--- config.mk ---
export PLATFORM = sky130hd
export DESIGN_NAME = bus_arbiter
export DESIGN_NICKNAME = d
export VERILOG_FILES = /design/src/rtl/bus_arbiter.sv
export SDC_FILE = /design/constraint.sdc
export NUM_CORES = 1
export LEC_CHECK = 0
export CORE_UTILIZATION = 45
export CTS_CLUSTER_DIAMETER = 150
export DETAILED_ROUTE_END_ITERATION = 7
export GPL_TIMING_DRIVEN = 1
export PLACE_DENSITY = 0.77
export SLEW_MARGIN = 10
export SYNTH_ARGS = -nofsm -noshare
export SYNTH_HDL_FRONTEND = slang
export SYNTH_SLANG_ARGS = --single-unit
--- constraint.sdc ---
create_clock -name clk -period 2.9 [get_ports clk]
set_clock_uncertainty 0.1 [all_clocks]
set_input_delay 0.58 -clock clk [delete_from_list [all_inputs] [get_ports clk]]
set_output_delay 0.58 -clock clk [all_outputs]
set_load 0.01 [all_outputs]
--- src/rtl/bus_arbiter.sv ---
`default_nettype none
// ============================================================================
// Module : bus_arbiter
// Brief  : 68000 BR/BG/BGACK bus-mastership sequencer with round-robin grant
//          to NREQ on-board requesters and an optional tenure limit.
// Rev    : 1.0  initial release
// ============================================================================
module bus_arbiter #(
    parameter int NREQ       = 2,
    parameter int MAX_TENURE = 256
) (
    input  logic            clk,
    input  logic            por_n,
    input  logic [NREQ-1:0] req,
    output logic [NREQ-1:0] gnt,
    output logic            preempt,
    output logic            busy,
    input  logic            bg_n,
    input  logic            as_n,
    input  logic            dtack_n,
    input  logic            bgack_in_n,
    output logic            br_n,
    output logic            bgack_n
);

    localparam int IW = (NREQ > 1) ? $clog2(NREQ) : 1;
    localparam int CW = (MAX_TENURE > 0) ? $clog2(MAX_TENURE + 1) : 1;

    localparam logic [2:0] S_IDLE = 3'd0;
    localparam logic [2:0] S_REQ  = 3'd1;
    localparam logic [2:0] S_WAIT = 3'd2;
    localparam logic [2:0] S_OWN  = 3'd3;
    localparam logic [2:0] S_REL  = 3'd4;

    localparam logic [CW-1:0] c_CNT_SAT  = {CW{1'b1}};
    localparam logic [CW-1:0] c_CNT_LAST = CW'(MAX_TENURE - 1);
    localparam logic [IW-1:0] c_PTR_RST  = IW'(NREQ - 1);

    logic [2:0]      r_state;
    logic [IW-1:0]   r_ptr;
    logic [IW-1:0]   r_win;
    logic [CW-1:0]   r_cnt;
    logic [NREQ-1:0] r_gnt;
    logic            r_preempt;
    logic            r_busy;
    logic            r_br_n;
    logic            r_bgack_n;

    logic [2:0]      w_nxt;
    logic [IW-1:0]   w_pick;
    logic            w_found;
    logic            w_go;
    logic            w_hit;
    int              w_idx;
    logic [IW-1:0]   w_win_nxt;
    logic [IW-1:0]   w_ptr_nxt;
    logic [CW-1:0]   w_cnt_nxt;
    logic [NREQ-1:0] w_gnt_nxt;
    logic            w_preempt_nxt;
    logic            w_busy_nxt;
    logic            w_br_n_nxt;
    logic            w_bgack_n_nxt;

    // State and all Moore outputs are registered together.
    always_ff @(posedge clk or negedge por_n) begin
        if (!por_n) begin
            r_state   <= S_IDLE;
            r_ptr     <= c_PTR_RST;
            r_win     <= '0;
            r_cnt     <= '0;
            r_gnt     <= '0;
            r_preempt <= 1'b0;
            r_busy    <= 1'b0;
            r_br_n    <= 1'b1;
            r_bgack_n <= 1'b1;
        end else begin
            r_state   <= w_nxt;
            r_ptr     <= w_ptr_nxt;
            r_win     <= w_win_nxt;
            r_cnt     <= w_cnt_nxt;
            r_gnt     <= w_gnt_nxt;
            r_preempt <= w_preempt_nxt;
            r_busy    <= w_busy_nxt;
            r_br_n    <= w_br_n_nxt;
            r_bgack_n <= w_bgack_n_nxt;
        end
    end

    always_comb begin
        w_pick  = r_ptr;
        w_found = 1'b0;
        w_idx   = 0;
        // Scan starts one past the last owner so it gets lowest priority.
        for (int i = 1; i <= NREQ; i++) begin
            w_idx = int'(r_ptr) + i;
            if (w_idx >= NREQ) begin
                w_idx = w_idx - NREQ;
            end
            if (!w_found && req[IW'(w_idx)]) begin
                w_found = 1'b1;
                w_pick  = IW'(w_idx);
            end
        end

        w_go  = !bg_n && as_n && dtack_n && bgack_in_n;
        w_hit = (MAX_TENURE != 0) && (r_cnt == c_CNT_LAST);

        w_nxt = r_state;
        case (r_state)
            S_IDLE: if (|req) w_nxt = S_REQ;
            S_REQ: begin
                if (!(|req)) begin
                    w_nxt = S_IDLE;
                end else if (!bg_n) begin
                    w_nxt = S_WAIT;
                end
            end
            S_WAIT: if (w_go) w_nxt = w_found ? S_OWN : S_IDLE;
            S_OWN:  if (!req[r_win] || w_hit) w_nxt = S_REL;
            S_REL:  w_nxt = (|req) ? S_REQ : S_IDLE;
            default: w_nxt = S_IDLE;
        endcase
    end

    always_comb begin
        w_win_nxt = (r_state == S_WAIT && w_go && w_found) ? w_pick : r_win;
        w_ptr_nxt = (r_state == S_REL) ? r_win : r_ptr;

        w_cnt_nxt = r_cnt;
        if (r_state == S_OWN) begin
            if (r_cnt != c_CNT_SAT) begin
                w_cnt_nxt = r_cnt + CW'(1);
            end
        end else if (r_state == S_REL) begin
            w_cnt_nxt = '0;
        end

        w_gnt_nxt = '0;
        if (w_nxt == S_OWN) begin
            w_gnt_nxt[w_win_nxt] = 1'b1;
        end

        // A requester that drops in the limit cycle is a plain release.
        w_preempt_nxt = (r_state == S_OWN) && req[r_win] && w_hit;
        w_busy_nxt    = (w_nxt != S_IDLE);
        w_br_n_nxt    = !((w_nxt == S_REQ) || (w_nxt == S_WAIT));
        w_bgack_n_nxt = (w_nxt != S_OWN);
    end

    assign gnt     = r_gnt;
    assign preempt = r_preempt;
    assign busy    = r_busy;
    assign br_n    = r_br_n;
    assign bgack_n = r_bgack_n;

endmodule
`default_nettype wire

=== After elaboration in Yosys (flattened, before gate mapping) ===
Cells that the tools add are included.

* Add/subtract/negate cells: 5
* Multiply operators: 0
* Div/mod/pow operators: 0
* Magnitude comparators: 7
* Equal/unequal tests: 11
* Shift operators: 0
* Mux-type cells: 27
* Bitwise operators: 0
* Reduce and logical (&&, ||, !) cells: 20

{| class="wikitable"
|+ Operators by type and width
! cell !! count
|-
| two-way mux 9 bit || 3
|-
| two-way mux 1 bit || 15
|-
| two-way mux 3 bit || 5
|-
| one-hot mux 3 bit (5 select lines) || 1
|-
| == test 3 x 2 -> 1 bit (second input constant) || 4
|-
| adder 9 x 1 -> 9 bit (second input constant) || 1
|-
| == test 9 x 8 -> 1 bit (second input constant) || 1
|-
| logical AND 1 bit || 9
|-
| != test 9 bit (second input constant) || 1
|-
| == test 3 x 1 -> 1 bit (second input constant) || 2
|-
| less-than comparator 1 x 3 -> 1 bit (second input constant) || 2
|-
| zero test 1 bit || 4
|-
| less-than comparator 1 x 2 -> 1 bit (second input constant) || 2
|-
| two-way mux 2 bit || 2
|-
| adder 1 x 2 -> 3 bit (second input constant) || 1
|-
| == test 3 bit (second input constant) || 1
|-
| >= comparator 3 x 2 -> 1 bit (second input constant) || 1
|-
| zero test 3 bit || 1
|-
| != test 3 x 2 -> 1 bit (second input constant) || 1
|-
| nonzero test 3 bit || 1
|-
| adder 1 x 1 -> 2 bit (second input constant) || 1
|-
| >= comparator 2 bit (second input constant) || 1
|-
| logical OR 1 bit || 2
|-
| != test 2 x 1 -> 1 bit (second input constant) || 1
|-
| other kinds (6) || 7
|}

* Register bits: 20
* Latch bits: 0
* Bits in writable memories: 0
* Bits in read-only memories: 0
* Output and inout port bits: 6
* Memories kept: 0

=== Longest topological paths before layout ===
Gate-level depths: netlist of run 1.

* Depth in word-level cells: 17
* Mapped depth: 8
* Depth with buffers taken out: 8

=== Worst setup path after synthesis of run 1 ===
OpenSTA, ideal clock, no wires.

* Path kind: reg2reg
* Start point: register r_cnt[0]
* End point: register r_cnt[7]
* Setup time: 129 ps
* Arrival: 1641 ps
* Required time: 2671 ps
* Setup slack: 1030 ps
* Stages on the path, launching flop included: 9
* Clock period less this slack: 1870 ps
* Cell sequence: dfrtp_1 ha_1 nand2_1 nor2_1 ha_1 and4bb_1 nand3_1 o211ai_1 o31ai_1

* Word-level cells in the longest chain between the ends: 3
* Elaborated cells between the ends (all ways): 6
* Those cells by class: add/sub: 1; eq/ne: 2; mux: 2; reduce/logical: 1

{| class="wikitable"
|+ RTL lines
! item !! line !! source
|-
| from (decl) || 42 || <nowiki>logic [CW-1:0] r_cnt;</nowiki>
|-
| from (signal assigned) || 80 || <nowiki>r_cnt <= w_cnt_nxt;</nowiki>
|-
| adder 9 x 1 -> 9 bit or != test 9 bit (tied branches) || 132, 131 ||
|-
| two-way mux 9 bit or != test 2 x 1 -> 1 bit (tied branches) || - ||
|-
| two-way mux 9 bit or AND reduction 2 bit (tied branches) || - ||
|}

Parallel ways exist; a longest one is shown, timed or not. The select of a mux whose other input is x is not followed.
A chain may end at the register's enable or synchronous reset.

=== Worst setup path after layout of run 1 ===
* Start point: register r_cnt[4]
* End point: register r_cnt[5]

The elaborated chain is that of the path after synthesis.

==> results of run 1 <==
state kept, by name, indices dropped and copies added, names as in the netlist:
name and cells:
r_cnt 9, r_state 3, gnt 2, bgack_n 1
br_n 1, busy 1, preempt 1, r_ptr 1
r_win 1
through the flow:
step                instances  hold WS [ps]  util, %  area, um2  setup slack, ps
floorplan                  85           184        -        940             1030
global placement          125           374     56.3       1100              802
global route              129           424     58.1       1140              678
finish                    129           393     58.1       1140              816
detailed placement        125           382     56.3       1100              772
CTS                       129           397     58.1       1140              825
area by class of cell:
type                            count  area, um2  share of cell area [%]
Clock buffer                        4       36.3                    3.18
Inverter                            3       11.3                   0.988
Multi-Input combinational cell     62        424                    37.2
Sequential cell                    20        504                    44.2
Tap cell                           27       33.8                    2.96
Timing Repair Buffer               13        130                    11.4
how the worst max path moves through the flow:
stage | end | slack [ps] | cells after the start
final | r_cnt[5] | 820 | 8
after global routing | r_cnt[5] | 680 | 8
after CTS | r_cnt[5] | 830 | 8
after detailed placement | busy | 770 | 5
after global placement | busy | 800 | 5
after floorplan | r_cnt[7] | 1030 | 8
worst max-delay path, cell delays in order, from the launching register on:
cell and delay, ps:
sky130_fd_sc_hd__dfrtp_1 430, sky130_fd_sc_hd__and4_1 220, sky130_fd_sc_hd__nand2_1 100, sky130_fd_sc_hd__nor2_1 80
sky130_fd_sc_hd__ha_1 190, sky130_fd_sc_hd__and4bb_1 380, sky130_fd_sc_hd__nand3_1 180, sky130_fd_sc_hd__o211ai_1 190
sky130_fd_sc_hd__o31ai_1 90
layer usage:
metal	GRT usage, %	up-vias	wire [um]
li1	-	338	-
met1	23.9	315	772
met2	27.3	7	766
met3	2.26	2	37
met4	8.33	0	14
met5	0	-	0
kinds of logic after synthesis:
group | Yosys count
XOR/XNOR | 4
buffers and inverters | 3
multiplexers | 2
AO/OA/AOI/OAI | 12
flip-flops | 20
AND/OR/NAND/NOR | 41
adder cells (fa/ha/maj) | 3
cell usage in the layout (no fill, tap or decap), types with 2 or more instances in the layout:
| cell type | n |
|---|---|
| sky130_fd_sc_hd__a21o_1 | 2 |
| sky130_fd_sc_hd__clkbuf_4 | 3 |
| sky130_fd_sc_hd__clkdlybuf4s50_1 | 13 |
| sky130_fd_sc_hd__dfrtp_1 | 17 |
| sky130_fd_sc_hd__dfstp_2 | 3 |
| sky130_fd_sc_hd__ha_1 | 3 |
| sky130_fd_sc_hd__inv_1 | 3 |
| sky130_fd_sc_hd__nand2_1 | 9 |
| sky130_fd_sc_hd__nand2b_1 | 2 |
| sky130_fd_sc_hd__nand3_1 | 6 |
| sky130_fd_sc_hd__nand4_1 | 3 |
| sky130_fd_sc_hd__nor2_1 | 9 |
| sky130_fd_sc_hd__o211ai_1 | 2 |
| sky130_fd_sc_hd__o21ai_0 | 3 |
| sky130_fd_sc_hd__o31ai_1 | 2 |
| sky130_fd_sc_hd__xor2_1 | 4 |
power by group through the flow:
| stage | Sequential [mW] | Combinational, mW | Clock [mW] |
|---|---|---|---|
| after floorplan | 0.427 | 0.160 | 0 |
| after global placement | 0.428 | 0.248 | 0 |
| after detailed placement | 0.432 | 0.253 | 0 |
| after CTS | 0.425 | 0.255 | 0.162 |
| after global routing | 0.438 | 0.287 | 0.169 |
| final | 0.425 | 0.251 | 0.155 |
==> results, run 1 <==
- The flow ran to the end, and the final reports show no timing, DRC or antenna violations.
- At the pin with the least slew margin, the transition time is between 800 and 900 ps.
- Synthesis produced a netlist whose cell count is 85.
- In this run, post-CTS hold repair placed 0 buffers.
- The share of total power dissipated in the clock network is 18.6%.
- The number of max-cap violations is 0.
- The fraction of layout cells with a size suffix above 1 is 11.8%.
- The number of primary I/O pins is 14.
- The launching point of the worst reg2reg path is r_cnt[4].
- The worst register-to-register path has a depth of 8.
- Counting instances, the worst hold path has a depth of 1.
- The count of buffers from port buffering is 13.
- Routability-driven placement finished with a final weighted congestion of 0.738.
- In the final routed layout, each cell accounts on average for 12.3 um.
- Post-CTS timing repair inserted 0 buffers for setup.
- The worst setup path is of the reg2reg kind.
- Entering global routing, the biggest net connects 21 pins.
- The area added between synthesis and finish is 21.3%.
- The clock reaches the later pin of the worst-skew pair after 290 ps.
- The final hold violation count came to 0.
- The worst-case IR drop observed on VDD is 436 uV.
- The area of the core is 0.00196 mm2.
- The number of buffers created by CTS is 3.
- Summing the areas of all compound-gate instances in the mapped netlist gives 9.19% of the synthesized area.
- In this run the deepest clock path goes through 2 buffers.
- The internal power is 562 uW.
- The worst slew margin relative to its limit is 44.4%.
- Fill cells in the final layout number around 180.
- The post-synthesis async set-or-reset flop share is 100%.
- The most common cell in the netlist is sky130_fd_sc_hd__dfrtp_1.
- The number of global-route vias before repair is 645.
- The floorplan step defined a die boundary enclosing 0.00227 mm2.
- In this run, post-CTS repair resized a total of 0 instances.
- The capturing element type of the critical path is a flip-flop.
- The first global-routing pass estimated 2730 um of wire.
- Detailed routing inserted a total of ~660 vias.
- The post-synthesis xor/xnor area fraction is 3.73%.
- Summing the areas of all and, or, nand and nor instances in the mapped netlist gives 25.7% of the synthesized area.
- Summed over all failing endpoints, the final setup total negative slack is 0 ps.
- After synthesis, the share of cell area in mux cells is 2.53%.
- The final wirelength is 1590 um.
- CTS built an H-tree with a depth of 1.
- The residual DRC count is 0.
- The startpoint kind of the worst setup timing path is a flip-flop.
- The worst register-to-register path ends at r_cnt[5].
- The leading register cell type out of synthesis is sky130_fd_sc_hd__dfrtp_1.
- The die boundary width is 47.7 um.
- The number of vias per cell after detailed routing is 5.13.
- The maximum fanout encountered on the critical timing path is 6.
- The data required time of the critical path is approximately 3000 ps.
- The register share of total power is 51.2%.
- Tracing the worst setup path back leads to its startpoint at r_cnt[4].
- The leakage power summed over all cells is 0.512 nW.
- Yosys mapped a number of flops with a built-in enable equal to 0.
- The combinational family with the most area after synthesis is simple AND/OR/NAND/NOR gates.
- The count of inserted antenna diode cells is 0.
- The detailed router finished its first iteration with 11 violations.
- Ranked by instance count, the synthesized netlist is headed by sky130_fd_sc_hd__dfrtp_1, sky130_fd_sc_hd__nand2_1, sky130_fd_sc_hd__nor2_1.
- The detail route stage leaves a number of antenna-violating nets equal to 0.
- The clock transition at the register clock pins on the worst setup and hold paths after CTS is 100 ps.
- The sequential area share after synthesis is a little over half.
- The clock tree from TritonCTS is built.
- The switching power is 269 uW.
- The post-DP HPWL is 1260 um.
- In this run, synthesis produced a sequential element count of 20.
- In this run the power density over the cells is 729 mW/mm2.
- The post-route clock period utilization is 71.9%.
- Counting distinct cell types in the post-synthesis netlist gives 31.
- The worst endpoint data arrival time is 2170 ps.
- The adder and majority gate portion of the synthesized area is 3.99%.
- Setup repair after global routing left no endpoint under its margin.
- The switching power share of the total is between 30 and 40%.
- After global routing the overflow that remains totals 0.
- The setup slack of the worst register-to-register path is 820 ps.
- In this run the worst hold path is classified as reg2reg.
- The total power after layout is 831 uW.
- Sorting the synthesized cells by area gives the leading types as sky130_fd_sc_hd__dfrtp_1, sky130_fd_sc_hd__dfstp_2, sky130_fd_sc_hd__ha_1.
- Combinational logic burns a little under a third of the power.
- The cell area that synthesis handed to floorplanning was 940 um2.
- The number of nets produced by synthesis is 96.
- The mean area per synthesized cell is 11.1 um2.
- After floorplanning, the core was divided into 16 placement rows.
- The max-slew violation count is 0.
- The root buffer cell is sky130_fd_sc_hd__clkbuf_4.
- The endpoint of the worst hold-timing path is r_cnt[5].
- The number of antenna violations at the first check in global routing is 0.
- The area share of the leading cell type in the synthesized netlist is around 45%.
- The count of yosys warnings during synthesis is 0.
- The critical hold path startpoint is r_cnt[5].
- Setup violations remaining at the end of the flow were counted as 0.
- The starting density of the core is between 40% and 50%.
- The clock sink count is 20.
- The net count of the finished layout is 114.
- The die is 47.7 um tall.
- The largest area contributor in the synthesized netlist is sky130_fd_sc_hd__dfrtp_1.
- The overall global routing resource usage is 17.5%.
- The number of optimization iterations in the first detailed-route pass is 4.
- Static timing analysis puts the maximum clock frequency at 0.480 GHz.
- The minimum clock period after layout is between 2000 and 2500 ps.
No activity file was read; power rests on OpenSTA's default activity.
==> run 2: changes to the inputs <==
--- a/config.mk
+++ b/config.mk
@@ -9,7 +9,7 @@
 export CTS_CLUSTER_DIAMETER = 150
 export DETAILED_ROUTE_END_ITERATION = 7
 export GPL_TIMING_DRIVEN = 1
-export PLACE_DENSITY = 0.77
+export PLACE_DENSITY = 0.8
 export SLEW_MARGIN = 10
 export SYNTH_ARGS = -nofsm -noshare
 export SYNTH_HDL_FRONTEND = slang
==> constraint.sdc (replaced) <==
create_clock -name clk -period 1.85 [get_ports clk]
set_clock_uncertainty 0.1 [all_clocks]
set_input_delay 0.37 -clock clk [delete_from_list [all_inputs] [get_ports clk]]
set_output_delay 0.37 -clock clk [all_outputs]
set_load 0.01 [all_outputs]
==> results, run 2 (synthesis results as in run 1) <==
- TritonCTS built the clock tree.
- The number of primary I/O pins is 14.
- The run finished with clean final reports.
- Net switching is between 30% and 40% of the power.
- Measured against its own limit, the worst slew margin works out to approximately 72%.
- The leftover overflow at the end of global routing is 0.
- The achievable clock frequency is approximately 0.54 GHz.
- In the final layout, the share of cells above drive strength 1 is around 33%.
- For this block, the initial DRC count from the detailed router was 26.
- The tree is rooted in a sky130_fd_sc_hd__clkbuf_4.
- Data arrives at the worst endpoint at ~1900 ps.
- The first global-routing pass estimated 3080 um of wire.
- Registers are responsible for 43.5% of the overall power.
- In this run the static leakage power is around 0.63 nW.
- The starting density of the core is 47.9%.
- The total power after layout is 1.50 mW.
- The count of endpoints failing setup in the final report is 0.
- The power density over the cells is between 1000 and 1500 mW/mm2.
- In this run the standard cell core region covers 0.00196 mm2.
- In this run the remaining antenna-violating nets after routing total 0.
- The minimum clock period after layout is 1850 ps.
- In this run the power spent charging and discharging nets is 517 uW.
- The number of global-route vias before repair is around 720.
- The worst ir drop on vdd is 867 uV.
- In the final design database the tool counted 133 nets.
- The max-slew violation count is 0.
- The count of buffers from port buffering is 13.
- The worst setup path is captured at a flip-flop.
- The detailed router put a total of roughly 970 um of wire on met1.
- The worst-skew pair later-pin latency is ~300 ps.
- After detailed placement, the total cell area comes to approximately 0.0012 mm2.
- After clock tree synthesis, the flow added hold-fix buffers numbering 0.
- Max-cap violations in this run came to 0.
- The die is between 40 and 50 um tall.
- In the layout the commonest cells are sky130_fd_sc_hd__buf_4, sky130_fd_sc_hd__dfrtp_1, sky130_fd_sc_hd__clkdlybuf4s50_1.
- Counting tap cells, the placed design contains a total of 138 instances.
- In this run the worst hold path is classified as in2async.
- The slew at the pin closest to its max-slew limit is slightly above 400 ps.
- The maximum fanout encountered on the critical timing path is 6.
- The overall global routing resource usage is 20.2%.
- The post-route clock period utilization is 99.9%.
- The die covers 0.00227 mm2.
- The number of cells in the finished layout apart from fillers is 148.
- The area added between synthesis and finish is 44.2%.
- The highest signal layer in the routed design is met4.
- The wire length per cell is 15.7 um.
- The final hold violation count is 0.
- The category of the most critical setup path is reg2reg.
- Summed over all nets, wire length on met2 after detailed routing comes to 1230 um.
- Prior to clock tree synthesis, the placed netlist has a worst setup slack of -109 ps.
- The number of flip-flops in the largest register is 9.
- Once layout is done, the placed cells without fillers occupy 0.00136 mm2.
- Internal power comes to 979 uW.
- The H-tree level count is 1.
- 0 antenna diodes ended up in the layout.
- The number of antenna violations at the first check in global routing is 0.
- The post-DP HPWL is 1450 um.
- The part of the power in combinational logic is 39.5%.
- The relative contribution of the clock network to total power is between 15 and 20%.
- After detailed routing, the total wire length is 2330 um.
- Routability-driven placement finished with a final weighted congestion of ~0.76.
- The floorplan has 16 rows.
- The pre-antenna-repair detailed-routing pass consisted of 4 iterations.
- The register with the most flip-flops is r_cnt.
- The number of buffers created by CTS is 3.
- The commonest non-fill, non-tap cell in the layout is sky130_fd_sc_hd__buf_4.
- The worst setup path is launched from a flip-flop.
- Setup repair after global routing could not meet its margin everywhere.
- In this run the horizontal extent of the chip is 47.7 um.
- The count of vias placed by the detailed router is 803.
- In the routed layout, each cell is associated on average with a via count of 5.43.
- The clock sink count is 20.
- The clock transition at the register clock pins on the worst setup and hold paths after CTS is ~110 ps.
- The residual DRC count is 0.
- Entering global routing, the biggest net connects 21 pins.
- The worst setup slack after layout is roughly 1.7 ps.
- In this run the deepest clock path goes through 2 buffers.
- The wire length on met3 is 64 um.
- The data required time of the critical path is 1950 ps.
## run 2: cell types whose count changed in the layout (fill, tap and decap cells not counted), sizes merged
cell,previous run,this run
buf,0,19
clkdlybuf4s50,13,11
dlymetal6s2s,0,2
## run 2: metrics by stage
step                util (%)  hold WS, ps  TNS [ps]
floorplan                  -        -25.6         0
global placement        61.2          372     -35.4
detailed placement      61.2          404      -237
CTS                     64.9          298     -54.8
global route            69.1          299      -206
finish                  69.1          292         0
## run 2: area by class of cell
| class | count | area, um2 |
|---|---|---|
| fill | 143 | 607 |
| clock buffer | 4 | 36.3 |
| sequential | 20 | 504 |
| inverter | 3 | 11.3 |
| tap | 27 | 33.8 |
| multi-input combinational | 62 | 488 |
| timing repair buffer | 32 | 282 |
## run 2: timing repair
| item | CTS | global route |
|---|---|---|
| pin swaps | 5 | 12 |
| setup buffers | 3 | 3 |
| endpoints found under the hold margin | 0 | 0 |
| resized for setup | 4 | 13 |
| endpoints found under the setup margin | 3 | 14 |
## run 2: worst paths after layout
| check | start | endpoint | slack (ps) | depth (start not counted) |
|---|---|---|---|---|
| min | por_n | r_cnt[3] | 290 | 2 |
| max reg2reg | r_cnt[1] | r_cnt[7] | 2 | 8 |
| min in group clk | r_ptr | r_ptr | 420 | 2 |
| max | r_cnt[1] | r_cnt[7] | 2 | 8 |
| max in group asynchronous | por_n | br_n | 1090 | 2 |
| min reg2reg | r_ptr | r_ptr | 420 | 2 |
## run 2: layer usage
| layer | vias up | track usage [%] |
|---|---|---|
| li1 | 374 | - |
| met1 | 400 | 22.0 |
| met2 | 22 | 37.3 |
| met3 | 7 | 3.40 |
| met4 | 0 | 10.0 |
| met5 | - | 0 |
## run 2: power groups by stage
stage,clock network (mW),logic [mW],registers (mW)
floorplan,0,0.252,0.670
global placement,0,0.485,0.646
detailed placement,0,0.505,0.649
CTS,0.258,0.540,0.639
global route,0.272,0.637,0.664
finish,0.255,0.591,0.651
## run 2: critical path, cell delays in order, from the launching register on
cell,delay [ps]
sky130_fd_sc_hd__dfrtp_1,410
sky130_fd_sc_hd__ha_2,200
sky130_fd_sc_hd__nand2_2,90
sky130_fd_sc_hd__nor2_4,60
sky130_fd_sc_hd__ha_4,150
sky130_fd_sc_hd__and4bb_4,350
sky130_fd_sc_hd__nand3_4,100
sky130_fd_sc_hd__o211ai_1,180
sky130_fd_sc_hd__o31ai_1,90
==> run 3: changes to the inputs <==
--- a/config.mk
+++ b/config.mk
@@ -10,7 +10,6 @@
 export DETAILED_ROUTE_END_ITERATION = 7
 export GPL_TIMING_DRIVEN = 1
 export PLACE_DENSITY = 0.8
-export SLEW_MARGIN = 10
 export SYNTH_ARGS = -nofsm -noshare
 export SYNTH_HDL_FRONTEND = slang
 export SYNTH_SLANG_ARGS = --single-unit
==> results of run 3 <==
No change in the layout: final DEF, timing and power equal those of run 2.
